[src/rtl/bcd_display_scanner.sv]
// bcd_display_scanner: frame-coherent multiplexed MM.SS 7-segment driver with
// anti-ghost dead time, leading-zero blanking and overflow blink.
module bcd_display_scanner #(
    parameter int REFRESH_DIV  = 50000,
    parameter int DEADTIME     = 2,
    parameter int BLINK_FRAMES = 250,
    parameter int ACTIVE_LOW   = 1
) (
    input  logic       CLK,
    input  logic       CLR,
    input  logic       CE,
    input  logic [3:0] sec_units,
    input  logic [3:0] sec_tens,
    input  logic [3:0] min_units,
    input  logic [3:0] min_tens,
    input  logic       OVERFLOW,
    input  logic       BLANK_LZ,
    output logic [6:0] SEG,
    output logic       DP,
    output logic [3:0] AN,
    output logic       FRAME
);
    localparam int CW = $clog2(REFRESH_DIV);
    localparam int BW = $clog2(BLINK_FRAMES + 1);
    localparam logic INV = ACTIVE_LOW != 0;
    localparam logic [6:0] LUT [16] = '{7'h3F, 7'h06, 7'h5B, 7'h4F, 7'h66, 7'h6D, 7'h7D, 7'h07,
                                        7'h7F, 7'h6F, 7'h40, 7'h40, 7'h40, 7'h40, 7'h40, 7'h40};
    logic [CW-1:0]  cnt, cnt_n;
    logic [1:0]     idx, idx_n;
    logic [3:0][3:0] sh, sh_n;
    logic           sh_ovf, ovf_n, phase, phase_n;
    logic [BW-1:0]  blink_cnt, blink_n, blink_inc;
    logic           wrap, snap, roll, lit;
    logic [3:0]     an_n;
    logic [6:0]     seg_n;
    // Outputs are decoded from the next state so the registered outputs match the state held alongside them.
    always_comb begin
        wrap      = cnt == CW'(REFRESH_DIV - 1);
        snap      = wrap && idx == 2'd3;
        cnt_n     = wrap ? '0 : cnt + CW'(1);
        idx_n     = wrap ? idx + 2'd1 : idx;
        sh_n      = snap ? {min_tens, min_units, sec_tens, sec_units} : sh;
        ovf_n     = snap ? OVERFLOW : sh_ovf;
        blink_inc = blink_cnt + BW'(1);
        roll      = blink_inc == BW'(BLINK_FRAMES);
        blink_n   = !snap ? blink_cnt : (OVERFLOW && sh_ovf && !roll) ? blink_inc : '0;
        phase_n   = !snap ? phase : (!OVERFLOW || (phase ^ (sh_ovf && roll)));
        lit       = phase_n && cnt_n >= CW'(DEADTIME) &&
                    !(idx_n == 2'd3 && BLANK_LZ && sh_n[3] == 4'd0);
        an_n      = lit ? 4'b0001 << idx_n : 4'b0000;
        seg_n     = LUT[sh_n[idx_n]];
    end
    always_ff @(posedge CLK) begin
        if (CLR) begin
            cnt       <= '0;
            idx       <= 2'd3;
            sh        <= '0;
            sh_ovf    <= 1'b0;
            blink_cnt <= '0;
            phase     <= 1'b1;
            AN        <= {4{INV}};
            SEG       <= {7{INV}};
            DP        <= INV;
            FRAME     <= 1'b0;
        end else if (CE) begin
            cnt       <= cnt_n;
            idx       <= idx_n;
            sh        <= sh_n;
            sh_ovf    <= ovf_n;
            blink_cnt <= blink_n;
            phase     <= phase_n;
            AN        <= an_n ^ {4{INV}};
            SEG       <= seg_n ^ {7{INV}};
            DP        <= an_n[2] ^ INV;
            FRAME     <= snap;
        end else begin
            FRAME     <= 1'b0;
        end
    end
endmodule

[config.mk]
export PLATFORM = sky130hd
export DESIGN_NAME = bcd_display_scanner
export DESIGN_NICKNAME = d
export VERILOG_FILES = /design/src/rtl/bcd_display_scanner.sv
export SDC_FILE = /design/constraint.sdc
export NUM_CORES = 1
export LEC_CHECK = 0
export ABC_AREA = 1
export CORE_MARGIN = 10
export CORE_UTILIZATION = 60
export CTS_CLUSTER_DIAMETER = 150
export DETAILED_ROUTE_END_ITERATION = 12
export DONT_BUFFER_PORTS = 1
export PLACE_DENSITY = 0.76
export SETUP_SLACK_MARGIN = 0.4
export SLEW_MARGIN = 25
export SYNTH_ARGS = -nofsm -noshare
export SYNTH_HDL_FRONTEND = slang
export SYNTH_SLANG_ARGS = --single-unit
[constraint.sdc]
create_clock -name CLK -period 3.4 [get_ports CLK]
set_clock_uncertainty 0.1 [all_clocks]
set_input_delay 0.85 -clock CLK [delete_from_list [all_inputs] [get_ports CLK]]
set_output_delay 0.85 -clock CLK [all_outputs]
set_load 0.02 [all_outputs]
# Word level (Yosys, flattened, before mapping)
# Memory sizes are Yosys's and may differ from the RTL's.
# Cells that the tools add are included.
# op_classes
n_addsub	3
n_lt_le_gt_ge	3
eq_ne	4
shifts	1
n_mux	10
bitwise	6
n_reduce_logical	15
# ops
cell	count
$mux 16	2
$add 16x1->16 const B	1
$eq 16x16->1 const B	1
$ge 16x2->1 const B	1
$mux 7	2
$add 8x1->8 const B	1
$bmux 4 s2	1
$eq 8x8->1 const B	1
$logic_and 1x1->1	8
$mux 4	2
$mux 8	1
$not 7->7	1
$ge 5x5->1 const B	1
$not 4->5	1
$eq 2x2->1 const B	2
$logic_not 4->1	1
$not 4->4	1
$shl 1x2->4 const A	1
$logic_not 1->1	3
$lt 2x3->1 const B	1
$add 2x1->2 const B	1
$mux 2	1
$not 1->1	2
$reduce_and 2->1	1
4 further kinds	4
# totals
register_bits	57
mem_bits_ro	112
inputBits	21
output_inout_bits	13
word_cells	56
mem_count	1
# mem_list
name	depth	word_bits	read_ports	rd_ports_with_merged_regs	write_ports	line_no	text
(name not given)	16	7	1	0	0	51	seg_n = LUT[sh_n[idx_n]];

# Logic depth before layout (Yosys ltp)
# Gate-level depths: netlist (run 1).
# depth
ltp_word	10
mapped_depth	18
depth_no_buf	18

# Worst setup path before layout (run 1)
# Ideal clock, no wire load.
# synth_path
path_kind	register -> register
from	reg cnt[0]
to	reg SEG[3]
setup_ns	0.119
arrival_ns	2.214
required_ns	3.181
slack_ns	0.967
stages_incl_launch_ff	14
path_buffers	1
synth_period_minus_slack_ns	2.433
path_cell_list	dfxtp_1 > ha_1 > nand3_4 > nor2_8 > nand3_4 > buf_6 > inv_1 > o21ai_0 > o211ai_1 > inv_1 > ha_1 > nand2_1 > nand3_1 > nand3_2
# synth_between
elab_chain_len	10
elab_cells_between_ends	11
classes_between	eq/ne: 1; mux: 6; bitwise: 2; reduce/logical: 1; memory: 1
# synth_lines
element	line_no	text
start, declared	28	logic [CW-1:0] cnt, cnt_n;
start signal, assigned	66	cnt <= cnt_n;
$eq 16x16->1 (*)	38	wrap = cnt == CW'(REFRESH_DIV - 1);
$logic_and 1x1->1	39	snap = wrap && idx == 2'd3;
$mux 16	42	sh_n = snap ? {min_tens, min_units, sec_tens, sec_units} : sh;
$bmux 4 s2 (*)	51	
$mux 4 (not written as such) (*)	51	
$not 4->5 (not written as such) (*)	51	
$mem_v2 16x7 (*)	--	
$mux 7 (not written as such) (*) (2 in a row)	51	
$not 7->7 (no source line) (*)	--	
end signal, assigned	62	SEG <= {7{INV}};
end signal, assigned	73	SEG <= seg_n ^ {7{INV}};
end, declared	18	output logic [6:0] SEG,
# Mark *: on every way between the ends. The rest lies on a longest branch, timed or not. The select of a mux whose other input is x is not followed.
# A chain may end at the register's enable or synchronous reset.

# Worst setup path in the final report (run 1)
# layout_path
from	reg cnt[0]
to	reg SEG[5]
# Same word-level chain as after synthesis.

==> results_dict.tcl, run 1 <==
set metrics [dict create \
    final_nets 594 \
    ant_nets 0 \
    rsz0062_at_grt "false" \
    wirelength_mm 8.60 \
    drtIter0Drc 175 \
    min_period_ns 2.73 \
    wire_per_inst_um 13.5 \
    synth_top_cell_area_share 0.297 \
    synth-async-reset-ratio 0 \
    yosysSeqAreaShare 0.297 \
    numPortBuffers 0 \
    grt_max_degree 35 \
    rows 28 \
    core_area_um2 6030 \
    utilization 0.652 \
    antenna_found_initial 0 \
    cts_sinks 56 \
    peakVddDrop_mv 0.262 \
    layout-drive-gt1-share 0.131 \
    ys_types 37 \
    multi_input_area_um2 2220 \
    final_hold_viol_count 0 \
    initial_core_util 0.626 \
    drv_cap 0 \
    synthToLayoutAreaGrowth_pct 4.18 \
    clock_tree.root_cell "clkbuf_8" \
    num_antenna_cells 0 \
    clk_path_buf_depth 2 \
    gp_congestion 0.892 \
    place_inst 628 \
    path_max_fanout 7 \
    finalSetupTns_ns 0 \
    p_per_area_nw_per_um2 352 \
    drc 0 \
    viasPerCell 5.48 \
    die_w_um 99.3 \
    synth_nets 603 \
    synth_ff_type "dfxtp_1" \
    cp-end-kind "flop" \
    ff_latch_area_um2 1120 \
    synthCells 572 \
    synth-edff-count 0 \
    cts.clk_slew.worst_paths_ns 0.11 \
    cts_buffers 5 \
    worstSkewPairLatency_ns 0.32 \
    hold_path_class "reg2reg" \
    hpwl_mm 6.42 \
    max_freq_mhz 367 \
    tightestPinTransition_ns 0.541 \
    synth_area_um2 3770 \
    criticalPathCategory "reg2reg" \
    first_global_vias 3409 \
    vias 3503 \
    io-pin-count 34 \
    die_y_um 99.3 \
    instances_no_fill 639 \
    slew_viol_final 0 \
    max_slew_margin 0.638 \
    h-tree-depth 2 \
    overflow 0 \
    groute.usage.overall 0.176 \
    syn_avg_cell_area_um2 6.59 \
    die-area_um2 9860 \
    ys_ff_latch 56 \
    status "finished clean" \
    yosys_warnings 0 \
    drt_first_pass_iters 5 \
    n_fill_cell 577 \
    finalPower_w 0.00138 \
    static-leakage-power_nw 1.74 \
    required_ns 3.52 \
    post-route-period-util 0.802 \
    grt_first_pass_wirelength_mm 15.1 \
    setup_viol 0 \
    crit_path_start_kind "flop" \
    synth_top_cell_by_area "dfxtp_1" \
    arrival_ns 2.85 \
    synthTopCellsByArea "dfxtp_1, nand2_1, inv_1, nand3_1, nor2_1" \
    cts_tree "yes" \
]
## logic make-up (layout without fill, tap and decap cells)
kind of cell | count (synthesis) | after routing | synth area share
DFF | 56 | 56 | 0.297
buffers and inverters | 104 | 96 | 0.114
adders and majority gates | 10 | 10 | 0.0332
AOI/OAI and AO/OA | 87 | 87 | 0.126
and+or+nand+nor | 310 | 310 | 0.418
xor gates and xnor gates | 5 | 5 | 0.0116
## cells in the final DEF (no fill, tap or decap), types with 2 or more instances in the layout
master | synthesis | routed
a211oi_1 | 8 | 8
a21oi_1 | 36 | 36
and2_1 | 2 | 2
buf_4 | 1 | 6
bufinv_16 | 0 | 2
clkbuf_8 | 0 | 5
clkinv_1 | 2 | 2
dfxtp_1 | 56 | 56
ha_1 | 10 | 10
inv_1 | 75 | 75
inv_2 | 4 | 4
nand2_1 | 123 | 123
nand2_2 | 14 | 14
nand2_4 | 9 | 9
nand3_1 | 54 | 54
nand3_2 | 8 | 8
nand3_4 | 2 | 2
nand3b_1 | 2 | 2
nand4_1 | 18 | 18
nor2_1 | 56 | 56
nor2_2 | 13 | 13
nor2_4 | 5 | 5
nor2_8 | 2 | 2
o211ai_1 | 2 | 2
o21ai_0 | 33 | 32
o21ai_1 | 3 | 4
xor2_1 | 4 | 4
## synthesized netlist by cell type (2+ instances only)
cell	number
a211oi_1	8
a21oi_1	36
and2_1	2
buf_2	2
buf_6	4
clkbuf_1	15
clkinv_1	2
dfxtp_1	56
ha_1	10
inv_1	75
inv_2	4
nand2_1	123
nand2_2	14
nand2_4	9
nand3_1	54
nand3_2	8
nand3_4	2
nand3b_1	2
nand4_1	18
nor2_1	56
nor2_2	13
nor2_4	5
nor2_8	2
o211ai_1	2
o21ai_0	33
o21ai_1	3
xor2_1	4
## stage by stage
| stage | instance area (um^2) | hold WS [ns] | worst slack [ns] |
|---|---|---|---|
| after detailed placement | 3770 | 0.350 | 0.599 |
| after global routing | 3930 | 0.390 | 0.464 |
| final | 3930 | 0.366 | 0.672 |
| after floorplan | 3770 | 0.340 | 0.967 |
| after global placement | 3770 | 0.343 | 0.641 |
| after CTS | 3910 | 0.366 | 0.579 |
## repair_timing
action / 4_1_cts / 5_1_grt
setup endpoints to repair: 0 / 5
resized for setup: 0 / 1
hold endpoints to repair: 0 / 0
setup buffers: 0 / 3
hold buffers: 0 / 0
## where the power goes
part / switching (W) / leakage (nW) / total [W] / internal [W]
sequential: 0.0000403 / 0.458 / 0.000719 / 0.000679
combinational: 0.0000867 / 1.21 / 0.000133 / 0.0000465
clock: 0.000233 / 0.0687 / 0.000530 / 0.000297
## area by class of cell
type                       instances  share of cell area
tap                               75              0.0239
clock buffer                       5              0.0175
sequential                        56               0.285
clock inverter                     3              0.0175
multi-input combinational        412               0.565
timing repair buffer               6              0.0115
inverter                          82              0.0796
## state kept, by name, summed over array words and instances (netlist names)
signal	flops
SEG	7
blink_cnt	8
cnt	16
FRAME	1
sh	16
sh_ovf	1
idx	2
phase	1
AN	4
## critical path, cell delays in order, from the launching register on
cell and delay [ns]:
dfxtp_1 0.43, ha_1 0.28, nand3_4 0.14, nor2_2 0.18, nand3_1 0.25, nand2_1 0.12
o21ai_1 0.10, a22oi_1 0.21, o211ai_1 0.17, buf_4 0.17, ha_1 0.18, inv_1 0.05
nand2_1 0.07, nand3_1 0.10, nand3_2 0.06
## per-layer routing
metal | global-route usage | part of all wire
met1 | 0.209 | 0.45
met2 | 0.307 | 0.48
met3 | 0.0381 | 0.055
met4 | 0.0573 | 0.013
met5 | 0 | 0
## final timing paths
| path | start | endpoint | slack, ns | cells after the start |
|---|---|---|---|---|
| worst min register to register | sh_ovf | sh_ovf | 0.37 | 2 |
| worst max-delay path | cnt[0] | SEG[5] | 0.67 | 14 |
| worst min-delay path | sh_ovf | sh_ovf | 0.37 | 2 |
| worst max register to register | cnt[0] | SEG[5] | 0.67 | 14 |
No activity file was read; power rests on OpenSTA's default activity.
==> run 2, diff against run 1 <==
==> constraint.sdc (replaced) <==
create_clock -name CLK -period 2.8 [get_ports CLK]
set_clock_uncertainty 0.1 [all_clocks]
set_input_delay 0.7 -clock CLK [delete_from_list [all_inputs] [get_ports CLK]]
set_output_delay 0.7 -clock CLK [all_outputs]
set_load 0.02 [all_outputs]
==> run 2 against run 1 <==
Against the previous run: clock power shrank 13%; fmax increased by 10%; die area is the same; final cell count grew 2.7%; largest power group unchanged.
==> results_dict.tcl, run 2 (same netlist as run 1, synthesis figures left out) <==
set metrics [dict create \
    cts_tree "yes" \
    first_global_vias 3400 \
    h-tree-depth 2 \
    crit_path_start_kind "flop" \
    worstHoldPathCells 1 \
    cts_sinks 56 \
    core_area_um2 6030 \
    synthToLayoutAreaGrowth_pct 10.3 \
    rows 28 \
    cts.clk_slew.worst_paths_ns 0.11 \
    die_y_um 99.3 \
    ff2ff_setup_slack_ns 0.33 \
    worstSkewPairLatency_ns 0.32 \
    required_ns 2.92 \
    slew_viol_final 0 \
    peakVddDrop_mv 0.275 \
    criticalPathCategory "reg2reg" \
    num_antenna_cells 0 \
    rsz0062_at_grt "true" \
    wire_per_inst_um 14.6 \
    p_per_area_nw_per_um2 367 \
    drtIter0Drc 174 \
    path_max_fanout 5 \
    numPortBuffers 0 \
    io-pin-count 34 \
    wirelength_mm 9.57 \
    r2r_cells 15 \
    grt_max_degree 35 \
    min_period_ns 2.47 \
    hpwl_mm 6.83 \
    initial_core_util 0.626 \
    drt_first_pass_iters 5 \
    final_common_cell "nand2_1" \
    viasPerCell 5.60 \
    final_hold_viol_count 0 \
    antenna_found_initial 0 \
    tightestPinTransition_ns 0.536 \
    overflow 0 \
    hold_path_class "in2reg" \
    max_slew_margin 0.642 \
    die-area_um2 9860 \
    groute.usage.overall 0.182 \
    finalPower_w 0.00153 \
    clock_tree.root_cell "clkbuf_8" \
    cts_buffers 5 \
    ant_nets 0 \
    drc 0 \
    vias 3672 \
    max_freq_mhz 405 \
    post-route-period-util 0.882 \
    cp-end-kind "flop" \
    gp_congestion 0.948 \
    reg_top3 "cnt: 16 flops, sh: 16 flops, blink_cnt: 8 flops" \
    final_nets 611 \
    layout-drive-gt1-share 0.200 \
    drv_cap 0 \
    setup_viol 0 \
    static-leakage-power_nw 1.81 \
    die_w_um 99.3 \
    finalSetupTns_ns 0 \
    arrival_ns 2.59 \
    final_cell_mix "nand2_1, inv_1, nand3_1" \
    grt_first_pass_wirelength_mm 15.5 \
    hold_buffers 0 \
    status "finished clean" \
    clk_path_buf_depth 2 \
]
==> run 2: cell count changes in the layout (fill, tap and decap cells not counted), sizes merged <==
cell,previous run,this run
clkinv,3,4
bufinv,2,0
nand3,64,65
clkinvlp,0,1
buf,6,22
==> run 2: worst paths after layout <==
kind,start,endpoint
setup / recovery,cnt[0],SEG[3]
hold / removal,CLR,cnt[4]
setup reg to reg,cnt[0],SEG[3]
hold reg to reg,sh_ovf,sh_ovf
==> run 2: worst max-delay path, cell delays in order (launching register included) <==
cell and delay [ns]:
dfxtp_4 0.38, ha_4 0.16, nand3_4 0.14, nor2_4 0.19, nand3_1 0.15, nand2_4 0.16
nand2_4 0.08, buf_4 0.13, nor2_1 0.10, nor2_2 0.06, nand2_2 0.12, inv_4 0.06
ha_2 0.17, nand3b_1 0.17, nand3_1 0.12, nand3_2 0.05
==> run 2: report_power, final <==
group / leakage, nW / internal [W] / switching (W)
Clock: 0.0445 / 0.000179 / 0.000283
Combinational: 1.30 / 0.0000701 / 0.000121
Sequential: 0.461 / 0.000825 / 0.0000491
Total: 1.81 / 0.00107 / 0.000453
==> run 2: through the flow <==
step | utilization | hold slack [ns] | setup WS, ns | instance area, um^2 | cells
6_report | 0.690 | 0.335 | 0.331 | 4160 | 656
5_1_grt | 0.690 | 0.326 | 0.193 | 4160 | 656
4_1_cts | 0.661 | 0.335 | 0.401 | 3990 | 646
3_5_place_dp | 0.632 | 0.347 | 0.115 | 3810 | 632
3_3_place_gp | 0.632 | 0.342 | 0.278 | 3810 | 632
2_1_floorplan | - | 0.340 | 0.412 | 3780 | 572
==> run 2: timing repair <==
| item | 4_1_cts | 5_1_grt |
|---|---|---|
| setup endpoints to repair | 7 | 11 |
| gates resized for setup | 15 | 26 |
| gates cloned | 0 | 1 |
| pin swaps | 10 | 13 |
| setup buffers | 6 | 9 |
==> run 2: cell type report <==
class	count	area, um^2
inverters	82	315
flip-flops and latches	56	1130
well taps	75	93.8
clock buffers	5	68.8
multi-input cells	413	2360
clock inverters	3	21.3
fillers	532	1870
repair buffers	22	169
==> run 2: per-layer routing <==
metal | part of all wire | global-route usage
met3 | 0.074 | 0.0498
met1 | 0.40 | 0.207
met4 | 0.021 | 0.0551
met5 | 0 | 0
met2 | 0.50 | 0.322
==> run 3, diff against run 2 <==
--- a/config.mk
+++ b/config.mk
@@ -7,11 +7,11 @@
 export LEC_CHECK = 0
 export ABC_AREA = 1
 export CORE_MARGIN = 10
-export CORE_UTILIZATION = 60
+export CORE_UTILIZATION = 55
 export CTS_CLUSTER_DIAMETER = 150
 export DETAILED_ROUTE_END_ITERATION = 12
 export DONT_BUFFER_PORTS = 1
-export PLACE_DENSITY = 0.76
+export PLACE_DENSITY = 0.7
 export SETUP_SLACK_MARGIN = 0.4
 export SLEW_MARGIN = 25
 export SYNTH_ARGS = -nofsm -noshare
==> run 3 against run 2 <==
Against the previous run: final cell count rose by 1.5%; via count fell by 2.7%; die area rose by 7.2%; count of clock-buffer cells in the layout did not move; wire length fell by 1.9%; sequential power barely moved; sequential share of layout area fell by 0.33 points.
==> results_dict.tcl, run 3 (same netlist as run 1, synthesis figures left out) <==
set metrics [dict create \
    status "finished clean" \
    required_ns 2.92 \
    path_depth 15 \
    rows 30 \
    critPathTopFamily "simple AND/OR/NAND/NOR gates" \
    antenna_found_initial 0 \
    gp_congestion 0.956 \
    ff2ff_setup_slack_ns 0.38 \
    die-area_um2 10600 \
    tightestPinTransition_ns 0.572 \
    max_freq_mhz 414 \
    grt_first_pass_wirelength_mm 15.1 \
    internal-power_w 0.00117 \
    slowest_stage "dfxtp_4" \
    die_w_um 103 \
    final_nets 616 \
    io-pin-count 34 \
    clock_tree.root_cell "clkbuf_8" \
    num_antenna_cells 0 \
    drv_cap 0 \
    numPortBuffers 0 \
    clkPwrFrac 0.343 \
    slowest_delay_ns 0.37 \
    drtIter0Drc 180 \
    drc 0 \
    arrival_ns 2.53 \
    p_per_area_nw_per_um2 385 \
    die_y_um 103 \
    switching_share 0.279 \
    cp_num_buf_inv 2 \
    netSwitchingPower_w 0.000452 \
    r2r-end "SEG[3]" \
    drt_first_pass_iters 5 \
    r2r_cells 15 \
    setup_viol 0 \
    min_period_ns 2.42 \
    groute.usage.overall 0.174 \
    viasPerCell 5.36 \
    overflow 0 \
    multi_input_area_um2 2330 \
    cp-startpoint "cnt[0]" \
    finalSetupTns_ns 0 \
    post-route-period-util 0.863 \
    synthToLayoutAreaGrowth_pct 11.5 \
    wirelength_mm 9.39 \
    criticalPathCategory "reg2reg" \
    max_slew_margin 0.618 \
    ff_latch_area_um2 1130 \
    cp-end-kind "flop" \
    worst_setup_path_endpoint "SEG[3]" \
    worstSkewPairLatency_ns 0.32 \
    crit_path_start_kind "flop" \
    cts.clk_slew.worst_paths_ns 0.11 \
    cts_buffers 5 \
    vias 3572 \
    reg_top3 "cnt: 16 flops, sh: 16 flops, blink_cnt: 8 flops" \
    initial_core_util 0.561 \
    combPwrFrac 0.119 \
    final_cell_mix "nand2_1, inv_1, nor2_1" \
    peakVddDrop_mv 0.275 \
    n_fill_cell 635 \
    clk_path_buf_depth 2 \
    hold_buffers 0 \
    grt_max_degree 35 \
    r2r-start "cnt[0]" \
    layout-drive-gt1-share 0.205 \
    dpl_worst_slack_ns 0.190 \
    final_hold_viol_count 0 \
    cts_sinks 56 \
    crit_chain "ha_4, nand3_4, nor2_4, nand3_1, nand2_4, nand2_4, buf_4, nor2_2, nor2_2, nand2_2, inv_4, ha_2, nand3b_1, nand3_1, nand3_2" \
    h-tree-depth 2 \
    core_area_um2 6720 \
    static-leakage-power_nw 1.84 \
    ant_nets 0 \
    rsz0062_at_grt "true" \
    hpwl_mm 6.72 \
    place_area_um2 3830 \
    worst_slack_ns 0.383 \
    wire_per_inst_um 14.1 \
    slew_viol_final 0 \
    final_common_cell "nand2_1" \
    cts_tree "yes" \
    first_global_vias 3257 \
    fin_area_um2 4210 \
    hold_path_class "in2reg" \
    seqPwrFrac 0.538 \
    path_max_fanout 5 \
]
[run 3: cell count changes in the layout (fill, tap and decap cells not counted), sizes merged]
cell / delta
bufinv: +1
clkinv: -1
buf: +5
[run 3: timing repair]
| action | CTS | global route |
|---|---|---|
| pin swaps | 8 | 20 |
| resized for setup | 16 | 21 |
| cloned | 0 | 1 |
| setup buffers | 6 | 12 |
| endpoints found under the setup margin | 7 | 10 |
[run 3: area by class of cell]
type | count | share of cell area
Multi-Input combinational cell | 413 | 0.555
Sequential cell | 56 | 0.270
Inverter | 82 | 0.0756
Timing Repair Buffer | 27 | 0.0491
Tap cell | 80 | 0.0238
Clock buffer | 5 | 0.0164
Clock inverter | 3 | 0.0110
[run 3: power by group through the flow]
stage | Clock (W) | Sequential (W) | Combinational [W]
finish | 0.000556 | 0.000871 | 0.000193
global route | 0.000595 | 0.000875 | 0.000214
CTS | 0.000566 | 0.000871 | 0.000177
detailed placement | 0 | 0.000890 | 0.000168
global placement | 0 | 0.000890 | 0.000164
floorplan | 0 | 0.000879 | 0.000149
[run 3: worst min path at each step]
stage / startpoint / to / slack [ns] / cells past startpoint
3_5_place_dp: sh_ovf / sh_ovf / 0.35 / 2
3_3_place_gp: sh_ovf / sh_ovf / 0.34 / 2
2_1_floorplan: sh[9] / sh[9] / 0.34 / 2
6_report: CLR / cnt[15] / 0.34 / 1
5_1_grt: CLR / cnt[15] / 0.33 / 1
4_1_cts: CLR / cnt[15] / 0.33 / 1
[run 3: metal layers]
layer	track usage	share of wire	vias to the layer above
met3	0.0342	0.045	10
met2	0.306	0.50	66
met1	0.213	0.44	1630
li1	-	-	1866
met4	0.0385	0.012	0
met5	0	0	-
[run 3: metrics by stage]
step | instances | util | hold WS, ns | power, W
after floorplan | 572 | - | 0.340 | 0.00103
after global placement | 639 | 0.570 | 0.342 | 0.00105
after detailed placement | 639 | 0.570 | 0.352 | 0.00106
after CTS | 653 | 0.603 | 0.329 | 0.00161
after global routing | 666 | 0.626 | 0.330 | 0.00169
final | 666 | 0.626 | 0.339 | 0.00162
